==> src/rtl/tick_sched_pkg.sv <==
// Shared types and default widths for the tick scheduler.
// Optional feature macro used by this block: TICK_SCHED_TOTAL_EN.
package tick_sched_pkg;

  localparam int DIV_W_DEF   = 26;
  localparam int BURST_W_DEF = 8;

  typedef enum logic [1:0] {
    ST_IDLE,
    ST_RUN,
    ST_PAUSE,
    ST_DONE
  } state_e;

endpackage

==> src/rtl/tick_sched_if.sv <==
// Configuration/control/status bundle between a tick scheduler and its controller.
// TICK_SCHED_TOTAL_EN adds the tick_total status counter to the bundle.
interface tick_sched_if import tick_sched_pkg::*; #(
  parameter int DIV_W   = DIV_W_DEF,
  parameter int BURST_W = BURST_W_DEF
) ();

  logic               cfg_valid;
  logic               cfg_ready;
  logic [DIV_W-1:0]   cfg_div;
  logic [BURST_W-1:0] cfg_burst;
  logic               start;
  logic               pause;
  logic               stop;
  logic               tick;
  logic               busy;
  logic               done;
  logic [BURST_W-1:0] ticks_left;
`ifdef TICK_SCHED_TOTAL_EN
  logic [15:0]        tick_total;

  modport master (
    output cfg_valid, cfg_div, cfg_burst, start, pause, stop,
    input  cfg_ready, tick, busy, done, ticks_left, tick_total
  );

  modport slave (
    input  cfg_valid, cfg_div, cfg_burst, start, pause, stop,
    output cfg_ready, tick, busy, done, ticks_left, tick_total
  );
`else
  modport master (
    output cfg_valid, cfg_div, cfg_burst, start, pause, stop,
    input  cfg_ready, tick, busy, done, ticks_left
  );

  modport slave (
    input  cfg_valid, cfg_div, cfg_burst, start, pause, stop,
    output cfg_ready, tick, busy, done, ticks_left
  );
`endif

endinterface

==> src/rtl/tick_divider.sv <==
// Rate-divider counter: counts 0..period_i while enabled and flags the wrap cycle.
module tick_divider import tick_sched_pkg::*; #(
  parameter int DIV_W = DIV_W_DEF
) (
  input  logic             clk,
  input  logic             resetn,
  input  logic             en_i,
  input  logic             clr_i,
  input  logic [DIV_W-1:0] period_i,
  output logic             wrap_o
);

  logic [DIV_W-1:0] cnt_q, cnt_d;

  // >= rather than == keeps the count bounded even if the period shrinks under it
  assign wrap_o = en_i && !clr_i && (cnt_q >= period_i);

  always_comb begin
    cnt_d = cnt_q;
    if (clr_i) begin
      cnt_d = '0;
    end else if (en_i) begin
      cnt_d = wrap_o ? '0 : cnt_q + DIV_W'(1);
    end
  end

  always_ff @(posedge clk or negedge resetn) begin
    if (!resetn) begin
      cnt_q <= '0;
    end else begin
      cnt_q <= cnt_d;
    end
  end

endmodule

==> src/rtl/tick_sched.sv <==
// Programmable tick scheduler: burst/continuous tick pulses with pause and stop.
// Define TICK_SCHED_TOTAL_EN to add the 16-bit tick_total run counter.
module tick_sched import tick_sched_pkg::*; #(
  parameter int DIV_W   = DIV_W_DEF,
  parameter int BURST_W = BURST_W_DEF
) (
  input logic         clk,
  input logic         resetn,
  tick_sched_if.slave bus
);

  state_e             state_q, state_d;
  logic [DIV_W-1:0]   div_q, div_d;
  logic [BURST_W-1:0] burst_q, burst_d;
  logic [BURST_W-1:0] left_q, left_d;
  logic               tick_q, tick_d;
  logic               done_q, done_d;
  logic               divEn, divClr, divWrap;
  logic               cfgFire, runStart;

  assign cfgFire  = bus.cfg_valid && (state_q == ST_IDLE);
  assign runStart = (state_q == ST_IDLE) && bus.start && !bus.stop;

  tick_divider #(.DIV_W(DIV_W)) u_divider (
    .clk      (clk),
    .resetn   (resetn),
    .en_i     (divEn),
    .clr_i    (divClr),
    .period_i (div_q),
    .wrap_o   (divWrap)
  );

  // Config is applied before the start decision so a same-cycle start sees the new burst
  always_comb begin
    state_d = state_q;
    div_d   = div_q;
    burst_d = burst_q;
    left_d  = left_q;
    tick_d  = 1'b0;
    done_d  = 1'b0;
    divEn   = 1'b0;
    divClr  = 1'b0;

    if (cfgFire) begin
      div_d   = bus.cfg_div;
      burst_d = bus.cfg_burst;
      left_d  = bus.cfg_burst;
    end

    case (state_q)
      ST_IDLE: begin
        if (runStart) begin
          state_d = ST_RUN;
          divClr  = 1'b1;
          left_d  = burst_d;
        end
      end
      ST_RUN, ST_PAUSE: begin
        if (bus.stop) begin
          state_d = ST_IDLE;
          divClr  = 1'b1;
          left_d  = '0;
        end else if (bus.pause) begin
          state_d = ST_PAUSE;
        end else begin
          state_d = ST_RUN;
          divEn   = 1'b1;
          if (divWrap) begin
            tick_d = 1'b1;
            if (burst_q != '0) begin
              left_d = left_q - BURST_W'(1);
              if (left_q == BURST_W'(1)) begin
                done_d  = 1'b1;
                state_d = ST_DONE;
              end
            end
          end
        end
      end
      ST_DONE: begin
        state_d = ST_IDLE;
        divClr  = 1'b1;
      end
      default: begin
        state_d = ST_IDLE;
        divClr  = 1'b1;
      end
    endcase
  end

  always_ff @(posedge clk or negedge resetn) begin
    if (!resetn) begin
      state_q <= ST_IDLE;
      div_q   <= '0;
      burst_q <= '0;
      left_q  <= '0;
      tick_q  <= 1'b0;
      done_q  <= 1'b0;
    end else begin
      state_q <= state_d;
      div_q   <= div_d;
      burst_q <= burst_d;
      left_q  <= left_d;
      tick_q  <= tick_d;
      done_q  <= done_d;
    end
  end

  assign bus.cfg_ready  = (state_q == ST_IDLE);
  assign bus.busy       = (state_q == ST_RUN) || (state_q == ST_PAUSE);
  assign bus.tick       = tick_q;
  assign bus.done       = done_q;
  assign bus.ticks_left = left_q;

`ifdef TICK_SCHED_TOTAL_EN
  logic [15:0] total_q, total_d;

  always_comb begin
    total_d = total_q;
    if (runStart) begin
      total_d = '0;
    end else if (tick_d) begin
      total_d = total_q + 16'd1;
    end
  end

  always_ff @(posedge clk or negedge resetn) begin
    if (!resetn) begin
      total_q <= '0;
    end else begin
      total_q <= total_d;
    end
  end

  assign bus.tick_total = total_q;
`endif

endmodule

==> src/flat_wrapper.sv <==
// flat-port wrapper written by rule: the top's interface ports become plain ports
module tick_sched_flat import tick_sched_pkg::*;
#(
  parameter int DIV_W   = DIV_W_DEF,
  parameter int BURST_W = BURST_W_DEF
)
  (clk, resetn, bus_cfg_valid, bus_cfg_div, bus_cfg_burst, bus_start, bus_pause, bus_stop, bus_cfg_ready, bus_tick, bus_busy, bus_done, bus_ticks_left);
  tick_sched_if #(.DIV_W(DIV_W), .BURST_W(BURST_W)) bus_i ();
  input logic clk;
  input logic resetn;
  input wire logic [$bits(bus_i.cfg_valid)-1:0] bus_cfg_valid;
  input wire logic [$bits(bus_i.cfg_div)-1:0] bus_cfg_div;
  input wire logic [$bits(bus_i.cfg_burst)-1:0] bus_cfg_burst;
  input wire logic [$bits(bus_i.start)-1:0] bus_start;
  input wire logic [$bits(bus_i.pause)-1:0] bus_pause;
  input wire logic [$bits(bus_i.stop)-1:0] bus_stop;
  output wire logic [$bits(bus_i.cfg_ready)-1:0] bus_cfg_ready;
  output wire logic [$bits(bus_i.tick)-1:0] bus_tick;
  output wire logic [$bits(bus_i.busy)-1:0] bus_busy;
  output wire logic [$bits(bus_i.done)-1:0] bus_done;
  output wire logic [$bits(bus_i.ticks_left)-1:0] bus_ticks_left;
  assign bus_i.cfg_valid = bus_cfg_valid;
  assign bus_i.cfg_div = bus_cfg_div;
  assign bus_i.cfg_burst = bus_cfg_burst;
  assign bus_i.start = bus_start;
  assign bus_i.pause = bus_pause;
  assign bus_i.stop = bus_stop;
  assign bus_cfg_ready = bus_i.cfg_ready;
  assign bus_tick = bus_i.tick;
  assign bus_busy = bus_i.busy;
  assign bus_done = bus_i.done;
  assign bus_ticks_left = bus_i.ticks_left;
  tick_sched #(.DIV_W(DIV_W), .BURST_W(BURST_W)) u_core (.clk(clk), .resetn(resetn), .bus(bus_i));
endmodule
==> config.mk <==
export PLATFORM = sky130hd
export DESIGN_NAME = tick_sched_flat
export DESIGN_NICKNAME = d
export VERILOG_FILES = /design/src/rtl/tick_sched_pkg.sv /design/src/rtl/tick_sched_if.sv /design/src/rtl/tick_divider.sv /design/src/rtl/tick_sched.sv /design/src/flat_wrapper.sv
export SDC_FILE = /design/constraint.sdc
export NUM_CORES = 1
export LEC_CHECK = 0
export BUFFER_PORTS_ARGS = -buffer_cell sky130_fd_sc_hd__buf_2
export CAP_MARGIN = 20
export CORE_MARGIN = 1.5
export CORE_UTILIZATION = 50
export CTS_BUF_LIST = sky130_fd_sc_hd__clkbuf_4 sky130_fd_sc_hd__clkbuf_8
export CTS_CLUSTER_SIZE = 14
export DETAILED_ROUTE_END_ITERATION = 12
export PLACE_DENSITY = 0.78
export RECOVER_POWER = 100
export SYNTH_ARGS = -nofsm -noshare
export SYNTH_HDL_FRONTEND = slang
export SYNTH_SLANG_ARGS = --single-unit
==> constraint.sdc <==
create_clock -name clk -period 2.5 [get_ports clk]
set_clock_uncertainty 0.1 [all_clocks]
set_input_delay 0.5 -clock clk [delete_from_list [all_inputs] [get_ports clk]]
set_output_delay 0.5 -clock clk [all_outputs]
set_load 0.05 [all_outputs]
==> results.ini <==
[global_routing]
grtUsageTotal = 0.2841
grt_pass1_wl_um = 19420
grt_pass1_vias = 4128
grt_overflow = 0
antenna_found_initial = 0
grt_max_degree = 36

[yosys]
synthMuxAreaShare = 0.03558
synth-compound-area-share = 0.1741
synth_edf_count = 0
syn-num-nets = 561
synth_top_area_share = 0.4234
ys_seq_elements = 72
synth_xor_xnor_area_share = 0.008233
ys_seq_area_frac = 0.4234
synth_cell_type_count = 54
ys_warn_count = 0
synth_top_family_by_area = simple AND/OR/NAND/NOR gates
synth-simple-area-share = 0.2023
synthAdderAreaFrac = 0.09409
synthTopCellsByArea = dfrtp_1 42%, ha_1 9.4%, nand2_1 7.9%, a21oi_1 4.0%, o21ai_0 3.9%
synth_top_flop_cell = dfrtp_1
synth.avg_cell_area_sq_um = 8.702
synth.cell_area_sq_mm = 0.004255
ys_async_sr_fraction = 1.000
synthCells = 489
yosysTopAreaCell = dfrtp_1

[sta]
timing.fmax_ghz = 0.3667
period_minus_slack_ps = 2727
rsz0062_at_grt = true
final-hold-violation-count = 0
worst_slack_ps = -226.9
timing.slew.headroom = -0.002909
setup_violations = 36
slew_violations = 25
worst_slew_pin_slew_ps = 1504
whs_ps = 237.7
fin_crit_sh = 1.091

[clocking]
htree_levels = 3
clock-sinks = 72
insertion_delay_ps = 360
path_clk_slew_ps = 90
cts_tree = yes
ctsHoldBuffers = 0
cts_buffer_depth = 2
cts_buffers = 9
clockRootBuffer = clkbuf_8

[drt]
wirelength_um = 12470
postRouteAntennaNets = 0
drt-initial-drc-count = 295
drt-wirelength-per-cell_um = 17.47
drt-vias-per-instance = 5.952
vias = 4250
drt-pass1-iter-count = 8
drc_errors = 0

[power]
pwr-share-comb = 0.522
p_int_mw = 3.149
irDropWorstVdd_mv = 0.5461
power_frac_seq = 0.308
power_density_mw_per_mm2 = 990.9
leakagePower_nw = 2.746
finalPower_mw = 5.605
pwr-share-clk = 0.170
p_switching_mw = 2.457
netSwitchingFraction = 0.4383

[outcome]
failed_checks = capacitance limit, slew limit, setup timing
status = complete, but fails checks

[placement]
place_congestion = 0.8820
port-buffer-count = 51
hpwl_um = 7830

[floorplan]
die_x_um = 95.26
dieArea_sq_mm = 0.009074
rows = 33
die_h_um = 95.26
start_util = 0.5179
core_area_sq_mm = 0.008217
io_pins = 52

[finish]
layout-drive-gt1-share = 0.2956
mostFrequentLayoutCells = 87 x nand2_1, 72 x dfrtp_1, 56 x buf_4
fin_util = 0.6884
area_growth_pct = 32.93
diodes = 0
final_net_count = 676
n_fill_cell = 597
mostFrequentLayoutCell = nand2_1

[critical_path]
worstPathMaxFanout = 5
worstPathArrival_ps = 2860
critical_path_class = reg -> reg
worst_ep_required_time_ps = 2640
critPathCaptureType = register
worstSetupStartpointType = register

[run]
drv_cap = 1

[min_path]
hp-class = in -> reg

per-stage QoR:
step	cells	TNS, ps	setup WS, ps	cell area, sq um
4_1_cts	708	-1233	-93.40	5527
2_1_floorplan	489	-418.2	-115.5	4265
5_1_grt	714	-7200	-270.5	5657
3_5_place_dp	675	-3356	-218.5	4950
6_report	714	-5103	-226.9	5657
3_3_place_gp	675	-1468	-130.2	4950
cell type report:
class	count	area (sq um)	area share
Clock inverter	6	58.81	0.01040
Clock buffer	10	137.6	0.02433
Tap cell	105	131.4	0.02322
Sequential cell	72	1802	0.3185
Multi-Input combinational cell	354	2446	0.4324
Timing Repair Buffer	124	919.6	0.1626
Inverter	43	161.4	0.02853
synthesized netlist by cell type, types with 3 or more instances:
cell type / n
nand2_1: 90
dfrtp_1: 72
inv_1: 43
a21oi_1: 34
o21ai_0: 33
ha_1: 32
nand3_1: 23
nor2_1: 22
mux2i_1: 14
nand4_1: 13
clkbuf_1: 10
o21ai_1: 9
nor3_1: 7
o21a_1: 7
a22o_1: 6
nor4_1: 6
a22oi_1: 5
buf_2: 5
a21o_1: 4
and2_1: 3
and3_1: 3
and3_2: 3
nand2b_1: 3
xor2_1: 3
cells by family after synthesis:
logic type      count (synthesis)
mux                            15
compound gates                119
buf+inv                        64
xor+xnor                        4
fa+ha+maj                      32
simple gates                  183
flops                          72
worst paths after layout:
| kind | start | end | slack [ps] | cells after the start |
|---|---|---|---|---|
| max | u_core.u_divider.cnt_q[21] | u_core.bus.ticks_left[3] | -230 | 10 |
| min | bus_cfg_div[0] | u_core.div_q[0] | 240 | 3 |
| max reg2reg | u_core.u_divider.cnt_q[21] | u_core.bus.ticks_left[3] | -230 | 10 |
| min reg2reg | u_core.div_q[0] | u_core.div_q[0] | 390 | 2 |
| max in group asynchronous | resetn | u_core.bus.ticks_left[4] | 380 | 2 |
| min in group asynchronous | resetn | u_core.u_divider.cnt_q[14] | 390 | 1 |
power by group through the flow:
stage	clock (mW)	combinational, mW	sequential [mW]
final	0.954	2.92	1.73
after global routing	1.02	3.17	1.76
after CTS	0.955	2.78	1.71
after detailed placement	0	2.41	1.73
after global placement	0	2.32	1.71
after floorplan	0	1.55	1.84
state kept, by name, summed over array words and instances (netlist names):
signal                  flops
u_core.u_divider.cnt_q     26
u_core.div_q               26
u_core.state_q              2
u_core.bus.tick             1
u_core.bus.ticks_left       8
u_core.bus.done             1
u_core.burst_q              8
critical path, stage by stage, from the launching register on:
cell and delay, ps:
dfrtp_1 390, ha_1 310, nand4_1 160, buf_4 150, nor3_2 40, a21o_1 160
a311o_2 390, buf_4 150, o21a_4 220, o21a_4 210, a311o_1 310
what timing repair did:
item | in CTS | in global routing
endpoints found under the hold margin | 0 | 0
buffers inserted | 11 | 8
setup endpoints to repair | 36 | 35
pin swaps | 23 | 18
gates cloned | 7 | 0
gates resized for setup | 37 | 31
metal layers:
metal | GRT usage | wire length [um] | vias up | share of wire
met3 | 0.05183 | 847 | 48 | 0.068
met2 | 0.4533 | 5924 | 209 | 0.48
met4 | 0.1729 | 488 | 0 | 0.039
met5 | 0 | 0 | - | 0
met1 | 0.3561 | 5210 | 2039 | 0.42
li1 | - | - | 1954 | -
Note: power is estimated with default switching activity, not from simulation.
